### src/rtl/ce_gen_pkg.sv
// Shared constants for the clock-enable generator: default divisor width and the
// standard divisors used by the core's pixel-enable channel.
package ce_gen_pkg;

    localparam int DIV_W_DEFAULT = 8;

    // Pixel enable terminal counts for the low- and high-resolution video modes.
    localparam int CE_PIX_LO = 11;
    localparam int CE_PIX_HI = 5;

    typedef logic [DIV_W_DEFAULT-1:0] div_default_t;

endpackage

### src/rtl/ce_gen_channel.sv
// One clock-enable divider. The divisor is shadowed and only reloaded at a wrap,
// so a runtime change never produces a runt or stretched period.
module ce_gen_channel
    import ce_gen_pkg::*;
#(
    parameter int DIV_W = DIV_W_DEFAULT
) (
    input  logic             clk_sys,
    input  logic             reset,
    input  logic             en,
    input  logic             sync,
    input  logic [DIV_W-1:0] div,
    output logic             ce,
    output logic             ce_half,
    output logic [DIV_W-1:0] div_active
);

    typedef logic [DIV_W-1:0] div_t;

    div_t cnt;
    div_t div_s;
    logic wrap;
    logic half;

    always_comb begin
        wrap = (cnt == div_s);
        // A zero divisor wraps every cycle, so it has no meaningful midpoint.
        half = (cnt == (div_s >> 1)) && (div_s != '0);
    end

    // Reset, realign and disable all park the channel at the start of a period
    // with the current divisor loaded, so they share one branch.
    always_ff @(posedge clk_sys) begin
        // NOTE: non-blocking assignments keep every register sampling pre-edge values.
        if (reset || sync || !en) begin
            cnt     <= '0;
            div_s   <= div;
            ce      <= 1'b0;
            ce_half <= 1'b0;
        end else begin
            ce      <= wrap;
            ce_half <= half;
            if (wrap) begin
                cnt   <= '0;
                div_s <= div;
            end else begin
                cnt <= cnt + div_t'(1);
            end
        end
    end

    assign div_active = div_s;

endmodule

### src/rtl/ce_gen_multi.sv
// Multi-channel clock-enable generator: NUM_CH independent dividers sharing a
// global phase-realign request, with a registered acknowledge.
module ce_gen_multi
    import ce_gen_pkg::*;
#(
    parameter int NUM_CH = 4,
    parameter int DIV_W  = DIV_W_DEFAULT
) (
    input  logic                    clk_sys,
    input  logic                    reset,
    input  logic [NUM_CH*DIV_W-1:0] div,
    input  logic [NUM_CH-1:0]       en,
    input  logic                    sync_req,
    output logic [NUM_CH-1:0]       ce,
    output logic [NUM_CH-1:0]       ce_half,
    output logic [NUM_CH*DIV_W-1:0] div_active,
    output logic                    sync_ack
);

    for (genvar i = 0; i < NUM_CH; i++) begin : g_ch
        ce_gen_channel #(
            .DIV_W(DIV_W)
        ) u_channel (
            .clk_sys    (clk_sys),
            .reset      (reset),
            .en         (en[i]),
            .sync       (sync_req),
            .div        (div[i*DIV_W +: DIV_W]),
            .ce         (ce[i]),
            .ce_half    (ce_half[i]),
            .div_active (div_active[i*DIV_W +: DIV_W])
        );
    end

    // The realign lands on the edge that samples sync_req; acknowledge one cycle later.
    always_ff @(posedge clk_sys) begin
        if (reset) begin
            sync_ack <= 1'b0;
        end else begin
            sync_ack <= sync_req;
        end
    end

endmodule

### config.mk
export PLATFORM = sky130hd
export DESIGN_NAME = ce_gen_multi
export DESIGN_NICKNAME = d
export VERILOG_FILES = /design/src/rtl/ce_gen_pkg.sv /design/src/rtl/ce_gen_channel.sv /design/src/rtl/ce_gen_multi.sv
export SDC_FILE = /design/constraint.sdc
export NUM_CORES = 1
export LEC_CHECK = 0
export ABC_AREA = 1
export BUFFER_PORTS_ARGS = -buffer_cell sky130_fd_sc_hd__buf_4
export CORE_MARGIN = 1
export CORE_UTILIZATION = 40
export CTS_BUF_LIST = sky130_fd_sc_hd__clkbuf_16
export DETAILED_ROUTE_END_ITERATION = 6
export GPL_ROUTABILITY_DRIVEN = 0
export PLACE_DENSITY = 0.61
export SETUP_SLACK_MARGIN = 0.5
export SKIP_CTS_REPAIR_TIMING = 1
export SKIP_LAST_GASP = 1
export SLEW_MARGIN = 20
export SYNTH_ARGS = -nofsm -noshare
export SYNTH_HDL_FRONTEND = slang
export SYNTH_HIERARCHICAL = 1
export SYNTH_SLANG_ARGS = --single-unit
### constraint.sdc
create_clock -name clk_sys -period 2.05 [get_ports clk_sys]
set_input_delay 0.1025 -clock clk_sys [delete_from_list [all_inputs] [get_ports clk_sys]]
set_output_delay 0.1025 -clock clk_sys [all_outputs]
set_load 0.1 [all_outputs]
==> metrics list, run 1 <==
- Result of the run: finished with violations
- Failing checks: design-rule violations
- Residual overflow from global routing: 0
* Period Utilization, post-route: 0.698
- The floorplan step defined a die boundary enclosing 0.00967 sq mm.
- Final net count: 593
- In the synthesized netlist the dominant register cell turns out to be sky130_fd_sc_hd__dfxtp_1.
- Timing analysis after detailed placement gives a worst setup slack of 0.573 ns.
- Antenna violations before repair: 0
* Post-synthesis mux area share: 0
* Average routed wire per standard cell: 12.0 microns
* Critical hold path startpoint: reset
- Data on the critical path is required at its endpoint by 2.07 ns.
* Clock tree from TritonCTS: done
* Flip-flop and latch count after synthesis: 73
- Before antenna repair, the detailed router went through 7 iterations.
- Highest routed metal layer: met4
* Chip height: 98.4 microns
- After synthesis, the largest family of logic cells by area is simple AND/OR/NAND/NOR gates.
- Path category of the worst min-delay check: in -> reg
- Library cell occupying the most area in the post-synthesis netlist: sky130_fd_sc_hd__edfxtp_1
* Number of enable flip-flop cells after synthesis: 32
- Cell internal power was estimated by the tool at 0.00296 W.
- The endpoint identified for the worst register-to-register timing path is g_ch[2].u_channel/div_active[0].
- Leaving out filler cells and counting taps, the final layout contains 663.
* Top cells by area in the synthesized netlist: sky130_fd_sc_hd__edfxtp_1 26%, sky130_fd_sc_hd__dfxtp_1 22%, sky130_fd_sc_hd__nand2_1 10%
* Buffers from clock root to sink, at most: 2
* Total vias in the final route: 3,023
- TritonCTS buffer count: 9
- Routed wire length: 7970 microns
- After detailed routing, the wire length on met1 is 3690 microns.
- Of the total synthesized cell area, the portion taken by XOR and XNOR cells is 0.113.
- Switching power summed over all nets: 0.00108 W
- The Yosys step of the flow raised 6 warnings.
- In this run the standard cell core region covers 0.00885 sq mm.
* Count of cell types in the netlist: 20
- Setup repair after global routing missed its margin: no
* Area share of the largest cell type after synthesis: 0.259
- Leakage power: 2.06 nW
- Number of failing setup endpoints in the final timing report: 0
- Actual transition at the worst max-transition pin: 0.317 ns
* # fillers: 809
- Area overhead of the layout relative to synthesis: 35.1%
* Inst Count DP: 612
* Initial Utilization: 0.420
- Setup TNS after final layout: 0 ns
- The detailed router finished its first iteration with 73 violations.
- Combinational group share of total power: 0.164
- 80 I/O pins were placed.
* Worst endpoint data arrival time: 1.45 ns
* Sequential-to-total area share from yosys stat: 0.480
* Placement Rows: 34
- The number of max-slew violations in the final report is 0.
- Die W: 98.4 microns
* Cell depth of the worst flop-to-flop path: 7
- Launching element type of the critical path: flip-flop
- Final critical delay including setup and external delays: 1.43 ns
- Residual DRC count: 6
- The critical path is of the reg -> reg type.
- Of the total power, registers draw 0.404.
- Ranked by instance count, the synthesized netlist is headed by 100 x sky130_fd_sc_hd__nand2_1, 64 x sky130_fd_sc_hd__nor2_1, 61 x sky130_fd_sc_hd__inv_1.
- Synthesized-area fraction occupied by and/or/nand/nor cells: 0.273
- Switching part of the total power: 0.268
- The share of total power dissipated in the clock network is 0.432.
- Entering global routing, the biggest net connects 17 pins.
- Mean number of vias per cell: 4.56
* Mean instance size in the synthesized netlist: 8.54 sq um
- The final-report hold violation count came to 0.
* Power Dens Cells: 805 mW/mm^2
- Summed over all nets, wire length on met3 after detailed routing comes to 317 microns.
- Syn Std Cell Area: 0.00371 sq mm
* Number of H-tree branching levels: 3
- Largest driver fanout on the critical path: 16
* I/O Buffers: 79
- Maximum operating frequency: 699 MHz
- Total clock sinks: 73
- The post-synthesis compound-gate area fraction was 0.0189.
- Relative slew slack: 0.788
- Clk pin slew, worst setup/hold paths: 0.06 ns
- The worst-case IR drop observed on VDD is 481 uV.
- The first global-routing pass estimated 12,700 microns of wire.
- Once detail routing completed, the nets flagged for antenna violations numbered 0.
- Ant diodes: 0
* Startpoint of the most critical register-to-register path: g_ch[2].u_channel/div_active[7]
* HPWL after detailed placement: 5710 microns
* Register-to-register setup slack: 0.62 ns
* Crit path setup slack, layout: 0.620 ns
* Adder and majority gate portion of the synthesized area: 0.0135
* Library cell with the highest instance count after synthesis: sky130_fd_sc_hd__nand2_1
- Syn Nets: 478
- Count of mapped cells out of synthesis: 435
* Hold Path Sink: sync_ack
* Clock Skews: 0.00623 ns
* Async set or reset register ratio after synthesis: 0
- Insertion delay of the later-clocked pin in the worst-skew pair: 0.33 ns
- Fraction of layout cells with a size suffix above 1: 0.229
* Critical Path Sink Type: flip-flop
* Max-cap viol count: 0
- The worst hold path passes through 2 cells.
- Cell at the root of the clock tree: sky130_fd_sc_hd__clkbuf_16
- Total Routing Usage GR: 0.166
- Number of global-route vias before repair: 2,753
- Hold_ws: 0.0471 ns
* Met2 Routed Length: 3830 microns
==> registers in the layout (all words and copies together), names as in the netlist <==
name,cells
g_ch.u_channel/ce,4
g_ch.u_channel/ce_half,4
g_ch.u_channel/cnt,32
g_ch.u_channel/div_active,32
sync_ack,1
==> worst max path at each step <==
stage                                                  to  slack [ns]                             from
after floorplan           g_ch[0].u_channel/div_active[0]        0.19  g_ch[0].u_channel/div_active[3]
after global placement    g_ch[0].u_channel/div_active[1]        0.58  g_ch[0].u_channel/div_active[5]
after detailed placement  g_ch[3].u_channel/div_active[1]        0.57  g_ch[3].u_channel/div_active[5]
after CTS                 g_ch[3].u_channel/div_active[5]        0.57  g_ch[3].u_channel/div_active[5]
after global routing      g_ch[1].u_channel/div_active[5]        0.50  g_ch[1].u_channel/div_active[3]
final                     g_ch[2].u_channel/div_active[0]        0.62  g_ch[2].u_channel/div_active[7]
==> power groups by stage <==
stage          sequential, W  clock, W  combinational [W]
3_5_place_dp         0.00167         0           0.000603
4_1_cts              0.00163   0.00180           0.000605
6_report             0.00163   0.00175           0.000661
2_1_floorplan        0.00197         0           0.000135
3_3_place_gp         0.00166         0           0.000599
5_1_grt              0.00164   0.00184           0.000696
==> cells in the final DEF, fill, tap and decap left out, drive strengths merged, types with 8 or more instances in the layout <==
cell and n:
xnor2 36, edfxtp 32, inv 65, o21ai 8, buf 84, clkbuf 9
nor2 69, nand2 108, xor2 12, dfxtp 41, nand3 28, nand4 8
nor3 8, dlygate4sd3 32
==> critical path, stage by stage (launching register included) <==
cell,delay (ns)
sky130_fd_sc_hd__edfxtp_1,0.44
sky130_fd_sc_hd__inv_1,0.12
sky130_fd_sc_hd__nand2_1,0.06
sky130_fd_sc_hd__nand2_1,0.06
sky130_fd_sc_hd__nand2_1,0.05
sky130_fd_sc_hd__nor2_1,0.13
sky130_fd_sc_hd__nand2_2,0.09
sky130_fd_sc_hd__nand2_4,0.18
==> layer usage <==
metal  global-route usage  vias up
met5                    0        -
met4               0.0735        0
met3               0.0365       13
met2                0.274       75
met1                0.208     1362
li1                     -     1573
==> cell type report <==
class                           count  area (sq um)  area share
Tap cell                          108           135      0.0269
Sequential cell                    73          1780       0.355
Multi-Input combinational cell    285          1570       0.313
Inverter                           65           244      0.0486
Clock buffer                        9           225      0.0449
Clock inverter                      7           109      0.0217
Timing Repair Buffer              116           951       0.189
==> cell families (layout without fill, tap and decap cells) <==
| family | Yosys count | count (layout) |
|---|---|---|
| buf+inv | 77 | 197 |
| fa+ha+maj | 4 | 4 |
| compound gates | 12 | 12 |
| simple gates | 221 | 221 |
| flops | 73 | 73 |
| xor+xnor | 48 | 48 |
==> metrics by stage <==
stage | util | cell area (sq um) | total power [W]
3_3_place_gp | 0.488 | 4320 | 0.00226
2_1_floorplan | - | 3710 | 0.00210
6_report | 0.567 | 5020 | 0.00404
3_5_place_dp | 0.488 | 4320 | 0.00227
4_1_cts | 0.526 | 4660 | 0.00404
5_1_grt | 0.567 | 5020 | 0.00418
Note: power is estimated with default switching activity, not from simulation.
==> inputs of run 2 (changes only) <==
PLACE_DENSITY = 0.63   (was 0.61)
clock period = 1.1 ns   (was 2.05 ns; I/O delays follow)
==> metrics list, run 2 (same netlist as run 1, synthesis figures left out) <==
- The final instance count without filler cells came to 763 (was 663).
- The number of cells on the worst reg-to-reg path was 7 (unchanged).
- The DRC violation count after routing is 1 (was 6).
- Launching element type of the critical path: flip-flop (unchanged)
- The maximum root-to-sink buffer count was 2 (unchanged).
- Period Utilization, post-route: 1.26 (was 0.698)
* Maximum operating frequency: 720 MHz (was 699 MHz)
- Final number of max-transition violations: 0 (unchanged)
- Final critical delay including setup and external delays: 1.39 ns (was 1.43 ns)
- The wire length of the first global-routing pass was 14,400 microns (was 12,700 microns).
- Area overhead of the layout relative to synthesis: 75.8% (was 35.1%)
* 1st-pass router iterations: 7 (unchanged)
* Number of buffers and inverters on the critical path: 1 (unchanged)
- Antenna violations before repair: 0 (unchanged)
* Inst Count DP: 727 (was 612)
- Placement Rows: 34 (unchanged)
* Largest vdd supply drop: 892 uV (was 481 uV)
- The number of antenna repair diodes came to 0 (unchanged).
* Final net count: 693 (was 593)
- The clock root buffer was sky130_fd_sc_hd__clkbuf_16 (unchanged).
- The origin of the worst min-delay path was div[19] (was reset).
* CP required: 1.13 ns (was 2.07 ns)
- The critical path's slowest cell was sky130_fd_sc_hd__edfxtp_1 (unchanged).
- Number of global-route vias before repair: 3,335 (was 2,753)
* Actual transition at the worst max-transition pin: 0.484 ns (was 0.317 ns)
- Failing checks: design-rule violations, negative hold slack, negative setup slack (was design-rule violations).
- Mean number of vias per cell: 4.67 (was 4.56)
- The worst stage delay on the critical path came to 0.42 ns (was 0.44 ns).
- The H-tree depth was 3 (unchanged).
* Number of top-level design ports: 80 (unchanged)
- Relative slew slack: 0.677 (was 0.788)
* Max-cap viol count: 0 (unchanged)
- Number of nets still failing antenna checks after routing: 0 (unchanged)
- Placed cell areas: 0.00522 sq mm (was 0.00432 sq mm)
- The effective utilization at floorplan is 0.420 (unchanged).
* Layout Cell Area excl Fill: 0.00653 sq mm (was 0.00502 sq mm)
- Initial DRC Count: 74 (was 73)
- The number of CTS-inserted buffers is 9 (unchanged).
- The via count is 3,566 (was 3,023).
- The CTS sink count is 73 (unchanged).
* Leakage power: 2.85 nW (was 2.06 nW)
- Clock Skews: 0.00856 ns (was 0.00623 ns)
- The worst hold margin came to -0.0975 ns (was 0.0471 ns).
- The first element of the critical path is g_ch[2].u_channel/div_active[5] (was g_ch[2].u_channel/div_active[7]).
* DIE AREA: 0.00967 sq mm (unchanged)
* Insertion delay of the later-clocked pin in the worst-skew pair: 0.32 ns (was 0.33 ns)
- Core outline area: 0.00885 sq mm (unchanged)
* Setup repair after global routing missed its margin: yes (was no)
- Post-Place Worst Slack: -0.327 ns (was 0.573 ns)
- The critical path data arrival time came to 1.42 ns (was 1.45 ns).
- The reg-to-reg setup timing slack is -0.29 ns (was 0.62 ns).
* Total Routing Usage GR: 0.186 (was 0.166)
- The commonest non-fill, non-tap cell in the layout is sky130_fd_sc_hd__buf_4 (was sky130_fd_sc_hd__nand2_1).
- Path category of the worst min-delay check: in -> reg (unchanged)
- The global-route congestion overflow total was 0 (unchanged).
- Largest driver fanout on the critical path: 6 (was 16)
* Clock tree from TritonCTS: done (unchanged)
* Die W: 98.4 microns (unchanged)
- Crit path max-delay family: simple AND/OR/NAND/NOR gates (unchanged)
- Power Dens Cells: 1190 mW/mm^2 (was 805 mW/mm^2)
- Cell breakdown of the critical path: inv_1, nand2_1, nand2_1, nand3_1, nor2_2, nand2_4, nand2_4 (was inv_1, nand2_1, nand2_1, nand2_1, nor2_1, nand2_2, nand2_4).
- The hold-critical path depth is 1 (was 2).
- HPWL after detailed placement: 6540 microns (was 5710 microns)
- The count of input and output buffers is 79 (unchanged).
* Chip height: 98.4 microns (unchanged)
- Pin count of the biggest net entering global routing: 16 (was 17)
* Critical Path Sink Type: flip-flop (unchanged)
- The endpoint of the most critical register-to-register path is g_ch[2].u_channel/div_active[7] (was g_ch[2].u_channel/div_active[0]).
* Routed wire length: 9810 microns (was 7970 microns)
- Average routed wire per standard cell: 12.9 microns (was 12.0 microns)
- The worst path setup slack after routing is -0.289 ns (was 0.620 ns).
- The clock transition time at the flip-flop clock pins of the worst setup and hold paths was 0.06 ns (about the same).
- Path type of the worst setup path: reg -> reg (unchanged)
* Number of failing setup endpoints in the final timing report: 103 (was 0)
* Hold Path Sink: g_ch[2].u_channel/div_active[3] (was sync_ack)
* Overall power of the completed layout: 0.00777 W (was 0.00404 W)
* Startpoint of the most critical register-to-register path: g_ch[2].u_channel/div_active[5] (was g_ch[2].u_channel/div_active[7])
- Hold Vio Cnt, Final: 32 (was 0)
- The fraction of layout instances using a drive strength above 1 is 0.478 (was 0.229).
- Commonest cells after routing, fill and taps aside: 134 x sky130_fd_sc_hd__buf_4, 93 x sky130_fd_sc_hd__nand2_1, 56 x sky130_fd_sc_hd__inv_1 (was 100 x sky130_fd_sc_hd__nand2_1, 84 x sky130_fd_sc_hd__buf_4, 63 x sky130_fd_sc_hd__nor2_1)
- Result of the run: finished with violations (unchanged)
run 2: cell types whose count changed in the layout (fill, tap and decap cells not counted), moves of 7 or more:
cell                            previous run  this run
sky130_fd_sc_hd__buf_4                    84       134
sky130_fd_sc_hd__buf_6                     0        43
sky130_fd_sc_hd__buf_12                    0        34
sky130_fd_sc_hd__dlygate4sd3_1            32         0
sky130_fd_sc_hd__nor2_1                   63        40
sky130_fd_sc_hd__nor2_2                    6        24
sky130_fd_sc_hd__dfxtp_1                  41        31
sky130_fd_sc_hd__dfxtp_4                   0        10
sky130_fd_sc_hd__nand2_1                 100        93
run 2: worst max-delay path by stage:
stage,end,cells past startpoint,slack (ns)
after floorplan,g_ch[0].u_channel/div_active[0],5,-0.76
after global placement,g_ch[3].u_channel/cnt[2],9,-0.31
after detailed placement,g_ch[3].u_channel/cnt[2],9,-0.33
after CTS,g_ch[3].u_channel/cnt[2],9,-0.34
after global routing,g_ch[2].u_channel/div_active[1],7,-0.37
final,g_ch[2].u_channel/div_active[7],7,-0.29
run 2: where the power goes:
group          leakage (nW)  internal, W  total, W  switching [W]
Sequential            0.671      0.00291   0.00300      0.0000905
Clock                 0.158      0.00195   0.00300        0.00106
Combinational          2.02     0.000752   0.00176        0.00101
run 2: metrics by stage:
stage | TNS (ns) | util
finish | -18.08 | 0.738
global route | -24.75 | 0.738
CTS | -21.20 | 0.624
detailed placement | -17.67 | 0.590
global placement | -16.18 | 0.590
floorplan | -47.94 | -
run 2: area by class of cell:
cell class              count  area (sq um)
fillers                   623          2320
repair buffers            212          2190
multi-input cells         289          1840
flip-flops and latches     73          1820
inverters                  65           244
clock buffers               9           225
well taps                 108           135
clock inverters             7          78.8
run 2: per-layer routing:
layer | GRT usage | wire length, microns | up-vias
met2 | 0.329 | 5100 | 107
met4 | 0.0608 | 173 | 0
li1 | - | - | 1792
met1 | 0.224 | 4050 | 1653
met3 | 0.0394 | 483 | 14
met5 | 0 | 0 | -
==> inputs of run 3 (changes only) <==
GPL_TIMING_DRIVEN = 0   (was unset)
SKIP_CTS_REPAIR_TIMING = unset   (was 1)
==> metrics list, run 3 (same netlist as run 1, synthesis figures left out) <==
- Result of the run: finished with violations (unchanged)
- Failing checks: design-rule violations, negative hold slack, negative setup slack (unchanged).
- The total leakage power was 2.61 nW (was 2.85 nW).
- Most frequent standard cell in the layout excluding fill and tap cells: sky130_fd_sc_hd__nand2_1 (was sky130_fd_sc_hd__buf_4)
- The die width was 98.4 microns (unchanged).
- The remaining max-slew budget at the tightest pin came to 0.671 (was 0.677).
- Utilization after layout: 0.704 (was 0.738)
- Actual transition at the worst max-transition pin: 0.491 ns (was 0.484 ns)
- Chip height: 98.4 microns (unchanged)
* Area occupied by registers: 0.00182 sq mm (about the same)
- Ant diodes: 0 (unchanged)
- Fraction of layout cells with a size suffix above 1: 0.457 (was 0.478)
- Worst endpoint data arrival time: 1.49 ns (was 1.42 ns)
- Final critical delay including setup and external delays: 1.45 ns (was 1.39 ns)
* Switching power summed over all nets: 0.00218 W (was 0.00216 W)
- The clock tree from TritonCTS was done (unchanged).
- Launching element type of the critical path: flip-flop (unchanged)
* Hold_ws: -0.0999 ns (was -0.0975 ns)
* Number of failing setup endpoints in the final timing report: 96 (was 103)
- Number of global-route vias before repair: 3,202 (was 3,335)
- HPWL after detailed placement: 5500 microns (was 6540 microns)
* 1st-pass router iterations: 7 (unchanged)
* Number of H-tree branching levels: 3 (unchanged)
- Pin count of the biggest net entering global routing: 12 (was 16)
- Initial Utilization: 0.420 (unchanged)
- TritonCTS buffer count: 9 (unchanged)
- The critical-path maximum fanout was 8 (was 6).
- Number of nets still failing antenna checks after routing: 0 (unchanged)
- Final net count: 638 (was 693)
* Post-Place Worst Slack: -0.377 ns (was -0.327 ns)
* Path type of the worst setup path: reg -> reg (unchanged)
* Total vias in the final route: 3,370 (was 3,566)
* Total clock sinks: 73 (unchanged)
* Core outline area: 0.00885 sq mm (unchanged)
- The DRC violation count after routing was 4 (was 1).
- The area of the multi-input gates was 0.00188 sq mm (was 0.00184 sq mm).
- Largest vdd supply drop: 850 uV (was 892 uV)
* Clock Skews: 0.00577 ns (was 0.00856 ns)
* Overall power of the completed layout: 0.00752 W (was 0.00777 W)
* Hold Vio Cnt, Final: 32 (unchanged)
- Period Utilization, post-route: 1.32 (was 1.26)
- Switching part of the total power: 0.289 (was 0.278)
* DIE AREA: 0.00967 sq mm (unchanged)
- The class of the most critical hold timing path is in -> reg (unchanged).
- Commonest cells after routing, fill and taps aside: 92 x sky130_fd_sc_hd__nand2_1, 61 x sky130_fd_sc_hd__buf_6, 57 x sky130_fd_sc_hd__buf_4 (was 134 x sky130_fd_sc_hd__buf_4, 93 x sky130_fd_sc_hd__nand2_1, 56 x sky130_fd_sc_hd__inv_1)
- Proportion of power drawn by the clock network: 0.368 (was 0.386)
* Initial DRC Count: 84 (was 74)
- Total Routing Usage GR: 0.198 (was 0.186)
* Internal power of the cells: 0.00535 W (was 0.00561 W)
- The count of standard-cell rows is 34 (unchanged).
* Final number of max-transition violations: 0 (unchanged)
- Crit path setup slack, layout: -0.354 ns (was -0.289 ns)
- The routed wirelength normalized by instance count is 13.7 microns (was 12.9 microns).
* Power share of the sequential group: 0.402 (was 0.386)
- The upper clock frequency limit is 688 MHz (was 720 MHz).
* Antenna violations before repair: 0 (unchanged)
* Clk pin slew, worst setup/hold paths: 0.06 ns (about the same)
- Setup repair after global routing missed its margin: yes (unchanged)
- Number of top-level design ports: 80 (unchanged)
- The portion of total power attributed to combinational logic came to 0.229 (was 0.227).
- The data required time at the worst endpoint is 1.14 ns (was 1.13 ns).
* Buffers from clock root to sink, at most: 2 (unchanged)
- The clock network latency to the later pin of the worst-skew pair came to 0.33 ns (was 0.32 ns).
- Cell at the root of the clock tree: sky130_fd_sc_hd__clkbuf_16 (unchanged)
- Residual overflow from global routing: 0 (unchanged)
- Mean number of vias per cell: 4.76 (was 4.67)
- The count of input and output buffers was 79 (unchanged).
* Power Dens Cells: 1210 mW/mm^2 (was 1190 mW/mm^2)
* First-pass GRT wire length: 15,000 microns (was 14,400 microns)
* Area overhead of the layout relative to synthesis: 67.9% (was 75.8%)
* Routed wire length: 9720 microns (was 9810 microns)
* Critical Path Sink Type: flip-flop (unchanged)
- The number of maximum-capacitance constraint violations is 0 (unchanged).
* # fillers: 617 (was 623)
-- run 3: layout make-up --
type                       count  share of cell area
buffer                        12              0.0217
clock buffer                   9              0.0361
clock inverter                 7             0.00883
inverter                      65              0.0391
multi-input combinational    289               0.302
sequential                    73               0.292
tap                          108              0.0217
timing repair buffer         145               0.278
-- run 3: worst max-delay path, cell delays in order, from the launching register on --
cell and delay (ns):
sky130_fd_sc_hd__edfxtp_1 0.46, sky130_fd_sc_hd__inv_2 0.10, sky130_fd_sc_hd__nand2_2 0.06, sky130_fd_sc_hd__nand2_2 0.09
sky130_fd_sc_hd__nand2_2 0.08, sky130_fd_sc_hd__nor2_4 0.14, sky130_fd_sc_hd__nand2_4 0.11, sky130_fd_sc_hd__nand2_8 0.12
-- run 3: through the flow --
stage / cells / TNS (ns) / instance area (sq um)
2_1_floorplan: 435 / -47.94 / 3750
3_3_place_gp: 622 / -17.88 / 4480
3_5_place_dp: 622 / -18.91 / 4480
4_1_cts: 687 / -17.77 / 5720
5_1_grt: 708 / -27.03 / 6230
6_report: 708 / -21.56 / 6230
-- run 3: layer usage --
layer  share of wire  global-route usage  vias up
met3           0.037              0.0372       18
met5               0                   0        -
met4           0.021              0.0953        0
li1                -                   -     1668
met2            0.53               0.344       98
met1            0.42               0.236     1586
-- run 3: power by group through the flow --
stage	registers [W]	logic (W)	clock network, W
detailed placement	0.00309	0.00112	0
CTS	0.00301	0.00151	0.00283
finish	0.00302	0.00173	0.00277
global placement	0.00309	0.00111	0
global route	0.00303	0.00180	0.00300
floorplan	0.00364	0.000251	0
-- run 3: final timing paths --
| check | endpoint | cells past startpoint | startpoint | slack [ns] |
|---|---|---|---|---|
| max | g_ch[1].u_channel/div_active[2] | 7 | g_ch[1].u_channel/div_active[7] | -0.35 |
| min | g_ch[1].u_channel/div_active[7] | 1 | div[15] | -0.1 |
| max reg2reg | g_ch[1].u_channel/div_active[2] | 7 | g_ch[1].u_channel/div_active[7] | -0.35 |
| min reg2reg | g_ch[1].u_channel/cnt[0] | 1 | g_ch[1].u_channel/cnt[0] | 0.49 |
-- run 3: repair_timing --
action | CTS | global route
setup buffers | 45 | 21
gates cloned | 4 | 0
endpoints found under the hold margin | 32 | 32
setup endpoints to repair | 113 | 113
pin swaps | 15 | 19
gates resized for setup | 136 | 95
